## config.mk

```make
export PLATFORM = sky130hd
export DESIGN_NAME = csi2_tx_frame_scheduler
export DESIGN_NICKNAME = d
export VERILOG_FILES = /design/src/rtl/csi2_tx_frame_scheduler.sv
export SDC_FILE = /design/constraint.sdc
export NUM_CORES = 1
export LEC_CHECK = 0
export CAP_MARGIN = 25
export CORE_AREA = 2 2 124 126
export CTS_CLUSTER_DIAMETER = 40
export DETAILED_ROUTE_END_ITERATION = 8
export DIE_AREA = 0 0 126 128
export GPL_TIMING_DRIVEN = 0
export PLACE_DENSITY = 0.8
export SYNTH_ARGS = -nofsm -noshare
export SYNTH_HDL_FRONTEND = slang
export SYNTH_SLANG_ARGS = --single-unit
```

## constraint.sdc

```tcl
create_clock -name clk -period 2.8 [get_ports clk]
set_clock_uncertainty 0.1 [all_clocks]
set_input_delay 0.7 -clock clk [delete_from_list [all_inputs] [get_ports clk]]
set_output_delay 0.7 -clock clk [all_outputs]
set_load 0.01 [all_outputs]
```

## src/rtl/csi2_tx_frame_scheduler.sv

```systemverilog
// CSI-2 TX frame scheduler: paces per-frame line requests at a programmed period and
// tracks datapath frame start/done, pulsing a datapath reset when a watchdog expires.
module csi2_tx_frame_scheduler #(
  parameter int CNT_W         = 32,
  parameter int FRM_W         = 16,
  parameter int START_TIMEOUT = 4096,
  parameter int FRAME_TIMEOUT = 1048576,
  parameter int RESET_CYCLES  = 8
) (
  input  logic             clk,
  input  logic             rst,
  input  logic             start,
  input  logic             stop,
  input  logic [CNT_W-1:0] cfg_period,
  input  logic [FRM_W-1:0] cfg_frames,
  output logic             line_req,
  input  logic             line_ack,
  input  logic             dp_frame_start,
  input  logic             dp_frame_done,
  output logic             dp_reset,
  output logic             busy,
  output logic             frame_pulse,
  output logic             run_done,
  output logic [FRM_W-1:0] frame_count,
  output logic             overrun,
  output logic             err_timeout
);

  // state       | meaning
  // IDLE        | no run; WAIT_START | line accepted, awaiting dp_frame_start
  // REQUEST     | line_req held;     ACTIVE     | frame in flight, awaiting dp_frame_done
  // WAIT_PERIOD | pacing gap;        FINISH     | run_done pulse;  ERR | dp_reset held
  typedef enum logic [2:0] {
    IDLE, REQUEST, WAIT_START, ACTIVE, WAIT_PERIOD, FINISH, ERR
  } state_t;

  localparam int               RC_W      = $clog2(RESET_CYCLES + 1);
  localparam logic [CNT_W-1:0] START_LIM = CNT_W'(START_TIMEOUT - 1);
  localparam logic [CNT_W-1:0] FRAME_LIM = CNT_W'(FRAME_TIMEOUT - 1);
  localparam logic [RC_W-1:0]  RC_LOAD   = RC_W'(RESET_CYCLES - 1);

  state_t           state, state_n;
  logic [CNT_W-1:0] period_q, timer, wd;
  logic [FRM_W-1:0] frames_q, count_inc;
  logic [RC_W-1:0]  rst_cnt;
  logic             stop_pend, stop_now, last_frame, start_ok, done_ok;

  assign count_inc  = frame_count + FRM_W'(1);
  assign stop_now   = stop_pend | stop;
  assign last_frame = stop_now | ((frames_q != '0) && (count_inc == frames_q));
  assign start_ok   = (state == IDLE) && start;
  assign done_ok    = (state == ACTIVE) && dp_frame_done;

  always_ff @(posedge clk) begin
    if (rst) state <= IDLE;
    else     state <= state_n;
  end

  // Watchdog and timer compares look at the value they reach on this edge, so
  // WAIT_START/ACTIVE last at most *_TIMEOUT cycles and requests are cfg_period apart.
  always_comb begin
    state_n = state;
    case (state)
      IDLE:        if (start) state_n = REQUEST;
      REQUEST:     if (line_ack) state_n = WAIT_START;
      WAIT_START: begin
        if (dp_frame_start)      state_n = ACTIVE;
        else if (wd >= START_LIM) state_n = ERR;
      end
      ACTIVE: begin
        if (dp_frame_done)        state_n = last_frame ? FINISH : WAIT_PERIOD;
        else if (wd >= FRAME_LIM) state_n = ERR;
      end
      WAIT_PERIOD: begin
        if (stop)                        state_n = FINISH;
        else if (timer <= CNT_W'(1))     state_n = REQUEST;
      end
      FINISH:      state_n = IDLE;
      ERR:         if (rst_cnt == '0) state_n = IDLE;
      default:     state_n = IDLE;
    endcase
  end

  always_comb begin
    line_req = (state == REQUEST);
    dp_reset = (state == ERR);
    busy     = (state != IDLE);
    run_done = (state == FINISH);
  end

  always_ff @(posedge clk) begin
    if (rst) begin
      period_q    <= '0;
      frames_q    <= '0;
      timer       <= '0;
      wd          <= '0;
      rst_cnt     <= '0;
      stop_pend   <= 1'b0;
      frame_count <= '0;
      frame_pulse <= 1'b0;
      overrun     <= 1'b0;
      err_timeout <= 1'b0;
    end else begin
      frame_pulse <= 1'b0;

      if (start_ok) begin
        period_q    <= cfg_period;
        frames_q    <= cfg_frames;
        frame_count <= '0;
        overrun     <= 1'b0;
        err_timeout <= 1'b0;
      end

      if (state_n == REQUEST && state != REQUEST)
        timer <= (state == IDLE) ? cfg_period : period_q;
      else if (timer != '0)
        timer <= timer - CNT_W'(1);

      if (state_n != state)  wd <= '0;
      else if (wd != '1)     wd <= wd + CNT_W'(1);

      if (state_n == ERR && state != ERR) begin
        rst_cnt     <= RC_LOAD;
        err_timeout <= 1'b1;
      end else if (state == ERR && rst_cnt != '0) begin
        rst_cnt <= rst_cnt - RC_W'(1);
      end

      if (state == REQUEST || state == WAIT_START || state == ACTIVE) begin
        if (stop) stop_pend <= 1'b1;
      end else begin
        stop_pend <= 1'b0;
      end

      if (done_ok) begin
        frame_count <= count_inc;
        frame_pulse <= 1'b1;
        if (timer == '0 && period_q != '0) overrun <= 1'b1;
      end
    end
  end

endmodule

```

# Word-level counts from Yosys, hierarchy flattened
# Cells that the tools add are included.
[op_classes] add_sub_neg=4 order_cmp=3 n_eq_ne=13 n_mux=24 n_bitwise=3 reduce_logical=24
[ops] operator="32-bit 2-to-1 mux" n=3
[ops] operator="32-bit nonzero test" n=2
[ops] operator="3-bit 2-to-1 mux" n=11
[ops] operator="32-bit by 1-bit adder with 32-bit output (second input constant)" n=1
[ops] operator="32-bit by 12-bit greater-or-equal comparator with 1-bit output (second input constant)" n=1
[ops] operator="32-bit by 20-bit greater-or-equal comparator with 1-bit output (second input constant)" n=1
[ops] operator="32-bit by 1-bit <= comparator with 1-bit output (second input constant)" n=1
[ops] operator="32-bit logical NOT" n=1
[ops] operator="16-bit 2-to-1 mux" n=2
[ops] operator="32-bit != test (second input constant)" n=1
[ops] operator="32-bit by 1-bit subtractor with 32-bit output (second input constant)" n=1
[ops] operator="3-bit one-hot mux with 6 select lines" n=1
[ops] operator="16-bit by 1-bit adder with 16-bit output (second input constant)" n=1
[ops] operator="16-bit equality test" n=1
[ops] operator="16-bit nonzero test" n=1
[ops] operator="3-bit equality test (second input constant)" n=4
[ops] operator="2-bit nonzero test" n=4
[ops] operator="1-bit logical AND" n=7
[ops] operator="1-bit 2-to-1 mux" n=7
[ops] operator="3-bit by 1-bit equality test with 1-bit output (second input constant)" n=2
[ops] operator="3-bit by 2-bit equality test with 1-bit output (second input constant)" n=2
[ops] operator="2-bit OR reduction" n=3
[ops] operator="4-bit logical NOT" n=1
[ops] operator="4-bit nonzero test" n=1
[ops] operator="9 further kinds" n=11
[totals] reg_bits=139 output_inout_bits=23 word_cells=83

# Logic depth before layout (Yosys ltp)
[logic_depth] ltp_word=10 ltp_mapped=12

# Least setup slack after synthesis
# OpenSTA, ideal clock, no wires.
[synth_path] kind="reg-to-reg" start="register timer[0]" end="register timer[3]" setup_time_ns=0.123 arrival_time_ns=2.436 slack_ns=0.141 stages_incl_launch_ff=13 n_path_buf=3 synth_period_minus_slack_ns=2.659 path_cell_list="dfxtp_1 > inv_1 > ha_1 > or4b_1 > clkbuf_1 > nor2_1 > nand3b_1 > nor2_2 > or2_1 > buf_4 > buf_6 > nor2_1 > mux2_1"
[synth_via] elab_chain_len=7 word_cells_on_any_way=11 cone_classes="add/sub: 1; order compare: 1; eq/ne: 1; mux: 5; reduce/logical: 3"
[synth_lines] item="start, declared" line="43" rtl="logic [CNT_W-1:0] period_q, timer, wd;"
[synth_lines] item="start signal, assigned" line="115" rtl="timer <= (state == IDLE) ? cfg_period : period_q;"
[synth_lines] item="start signal, assigned" line="117" rtl="timer <= timer - CNT_W'(1);"
[synth_lines] item="32-bit by 1-bit <= comparator with 1-bit output" line="76" rtl="else if (timer <= CNT_W'(1)) state_n = REQUEST;"
[synth_lines] item="3-bit 2-to-1 mux" line="76"
[synth_lines] item="3-bit 2-to-1 mux" line="75" rtl="if (stop) state_n = FINISH;"
[synth_lines] item="3-bit one-hot mux with 6 select lines" line="63" rtl="case (state)"
[synth_lines] item="3-bit by 1-bit equality test with 1-bit output" line="114" rtl="if (state_n == REQUEST && state != REQUEST)"
[synth_lines] item="1-bit logical AND" line="114"
[synth_lines] item="32-bit 2-to-1 mux / 2-bit nonzero test (equally long branches)"
# Parallel ways exist; a longest one is shown, timed or not. The select of a mux whose other input is x is not followed.
# A chain may end at the register's enable or synchronous reset.

# Worst setup path after layout
[layout_path] start="register timer[8]" end="register timer[3]"
# The elaborated chain is that of the path after synthesis.

==> impl_metrics.csv <==
group,metric,value,unit
routing,final_antenna_net_count,0,
clock_network,cts_buffers,17,
hold_path,holdPathStages,2,
clock_network,insertion_delay,0.43,ns
place,dpl_cell_area,8558,µm²
logic_synthesis,syn_nets,1031,
grt,grt_overflow,0,
place,io_buffers,77,
critical_path,start_kind,"flop",
place,dpl_worst_slack,-0.4577,ns
routing,routedWlPerCell,16.93,µm
place,gp_congestion,0.9404,
sta,min_period,2.877,ns
clock_network,cts.path.max_buffers,2,
grt,grt_pass1_vias,7136,
routing,wl,21.67,mm
sta,maxSlewHeadroom,50.14,%
critical_path,crit_fanout,10,
grt,grt_util_all_layers,26.76,%
sta,fin_ws,-0.07655,ns
logic_synthesis,synth.distinct_cells,70,
layout,antenna_cells,0,
sta,rsz0062_at_grt,"yes",
sta,min_period_over_period,102.7,%
critical_path,end_kind,"flop",
run_status,outcome,"complete, but fails checks",
grt,grt_pass1_wl,34.73,mm
floorplan,coreArea,14860,µm²
power_and_ir_drop,p_per_area,740.3,nW/µm²
logic_synthesis,syn_area,7552,µm²
logic_synthesis,syn_area_per_cell,7.778,µm²
sta,hold_violations,0,
critical_path,arrival,3.09,ns
floorplan,start_util,50.81,%
power_and_ir_drop,ir_drop,464.5,µV
floorplan,row_count,45,
critical_path,cpPeakStageDelay,0.53,ns
grt,antenna_found_initial,0,
sta,setup_violations,16,
logic_synthesis,ys_async_sr_fraction,0,%
routing,routed_via_density,5.855,
critical_path,r2r_end,"timer[3]",
hold_path,worstHoldEndpoint,"err_timeout",
logic_synthesis,ys_seq_elements,139,
clock_network,cts_sinks,139,
floorplan,die_area,16130,µm²
power_and_ir_drop,fin_total_pwr,7.024,mW
floorplan,die_x,126,µm
routing,num_vias,7494,
logic_synthesis,ys_seq_area_share,36.85,%
logic_synthesis,synth_edf_count,0,
sta,worstMarginPinSlew,0.7452,ns
sta,fmax,347.6,MHz
floorplan,ios,78,
layout,drive_gt1_share,10.99,%
layout,area_growth,25.63,%
critical_path,crit_top_cell,"buf_6",
logic_synthesis,yosys_warnings,0,
routing,dr.pass1.iters,5,
logic_synthesis,postSynthCellCount,971,
clock_network,ctsHoldBuffers,0,
critical_path,crit_required,3.02,ns
place,dp_hpwl,14.94,mm
routing,drtIter0Drc,774,
layout,final_area,9488,µm²
grt,grt_max_degree,20,
power_and_ir_drop,static-leakage-power,3.452,nW
hold_path,hp-class,"flop to flop",
sta,maxSlewViolCount,0,
floorplan,die_h,128,µm
routing,drc,0,
clock_network,clk_pin_slew,0.06,ns
hold_path,worstHoldStart,"err_timeout",
clock_network,clockRootBuffer,"clkbuf_16",
clock_network,cts_tree,"done",
place,placedCellCount,1236,
run,cap_violations,0,
critical_path,worst-r2r-cell-count,10,
critical_path,critPathSlowestCell,"or4_4",
layout,fin_nets,1140,
sta,fin_setup_tns,-0.4837,ns
logic_synthesis,ys.flop_type,"dfxtp_1",
critical_path,rrSetupSlack,-0.08,ns
clock_network,h-tree-depth,4,
run_status,violations,"negative setup slack",
critical_path,path_class,"flop to flop",
layout,final_cells,1280,
critical_path,path_cells,"or4_4, buf_6, nor4_4, buf_4, nand3_2, o22ai_4, o21ai_4, nor2_8, buf_6, mux2_1",
critical_path,crit-reg2reg-launch,"timer[8]",
-- worst max-delay path by stage --
stage                  start  cells past startpoint  endpoint
CTS                 state[2]                      4      busy
floorplan           timer[0]                     12  timer[3]
finish              timer[8]                     10  timer[3]
global route        timer[8]                      9  timer[3]
detailed placement  state[2]                      5      busy
global placement    state[2]                      5      busy
-- cell usage in the layout (no fill, tap or decap), types with 18 or more instances in the layout --
| cell type | count |
|---|---|
| a21oi_1 | 107 |
| buf_4 | 20 |
| clkbuf_1 | 35 |
| clkbuf_16 | 18 |
| clkdlybuf4s50_1 | 77 |
| dfxtp_1 | 135 |
| mux2_4 | 20 |
| nand2_1 | 199 |
| nand3_1 | 25 |
| nand4_1 | 19 |
| nor2_1 | 101 |
| nor3_1 | 21 |
| nor4_1 | 27 |
| xnor2_1 | 52 |
| xor2_1 | 28 |
-- what timing repair did --
| action | 4_1_cts | 5_1_grt |
|---|---|---|
| buffers inserted | 5 | 13 |
| pin swaps | 6 | 6 |
| endpoints found under the hold margin | 0 | 0 |
| gates resized for setup | 21 | 38 |
| cloned | 0 | 1 |
| endpoints found under the setup margin | 84 | 79 |
-- per-layer routing --
layer | vias up | GRT usage (%) | share of wire, %
li1 | 3601 | - | -
met1 | 3505 | 33.32 | 42
met2 | 328 | 45.07 | 48
met3 | 60 | 6.010 | 7.2
met4 | 0 | 10.80 | 2.8
met5 | - | 0 | 0
-- power breakdown --
part	switching [mW]	total [mW]	internal (mW)	leakage (nW)
combinational	1.21	2.29	1.08	2.03
sequential	0.258	2.47	2.21	1.14
clock	0.829	2.26	1.43	0.287
-- flip-flops by register name (all words and copies together), names as in the netlist --
name,flops
frame_count,16
err_timeout,1
period_q,32
wd,32
state,3
rst_cnt,4
frame_pulse,1
frames_q,16
timer,32
overrun,1
stop_pend,1
-- worst max-delay path, delay by kind of cell (launching register included) --
family / cells / cell delay [ns]
buf+inv: 3 / 0.54
simple gates: 4 / 1.07
flops: 1 / 0.35
compound gates: 2 / 0.36
mux: 1 / 0.33
-- cell families after synthesis --
family                     share of synthesized area, %
adders and majority gates                        0.8284
muxes                                             5.683
xor gates and xnor gates                          9.278
AOI/OAI and AO/OA                                 13.27
and+or+nand+nor                                   30.02
buffers and inverters                             4.075
DFF                                               36.85
-- metrics by stage --
stage          hold WS (ns)  utilization [%]
2_1_floorplan        0.3483                -
3_3_place_gp         0.3464            57.58
3_5_place_dp         0.3522            57.58
4_1_cts              0.3600            62.39
5_1_grt              0.3792            63.83
6_report             0.3584            63.83
-- cells in the mapped netlist (5+ instances only) --
cell	n	area [µm²]
o21ai_0	13	65.06
and3_1	13	81.33
nor2_1	103	386.6
buf_2	5	25.02
nand2b_1	5	31.28
and4_1	11	96.34
nand2_1	199	747.0
and2_1	6	37.54
dfxtp_1	139	2783
mux2i_1	11	110.1
clkbuf_1	40	150.1
xor2_1	28	245.2
o211ai_1	5	37.54
nor4_1	29	181.4
nor3_1	25	125.1
ha_1	5	62.56
mux2_2	6	67.56
xnor2_1	52	455.4
mux2_4	16	240.2
or3_1	7	43.79
nand3_1	26	130.1
o22ai_1	5	31.28
inv_1	14	52.55
a311oi_1	5	43.79
nand4_1	19	118.9
a21oi_1	107	535.5
o32ai_1	5	43.79
or4_1	8	60.06
-- area by class of cell --
cell class | count | area, µm²
inverter | 15 | 61.31
clock inverter | 8 | 117.6
clock buffer | 23 | 467.9
multi-input combinational | 763 | 4622
buffer | 48 | 255.2
sequential | 139 | 2790
timing repair buffer | 96 | 938.4
tap | 188 | 235.2
fill | 1258 | 5376
Power figures use the tool's default switching activity.
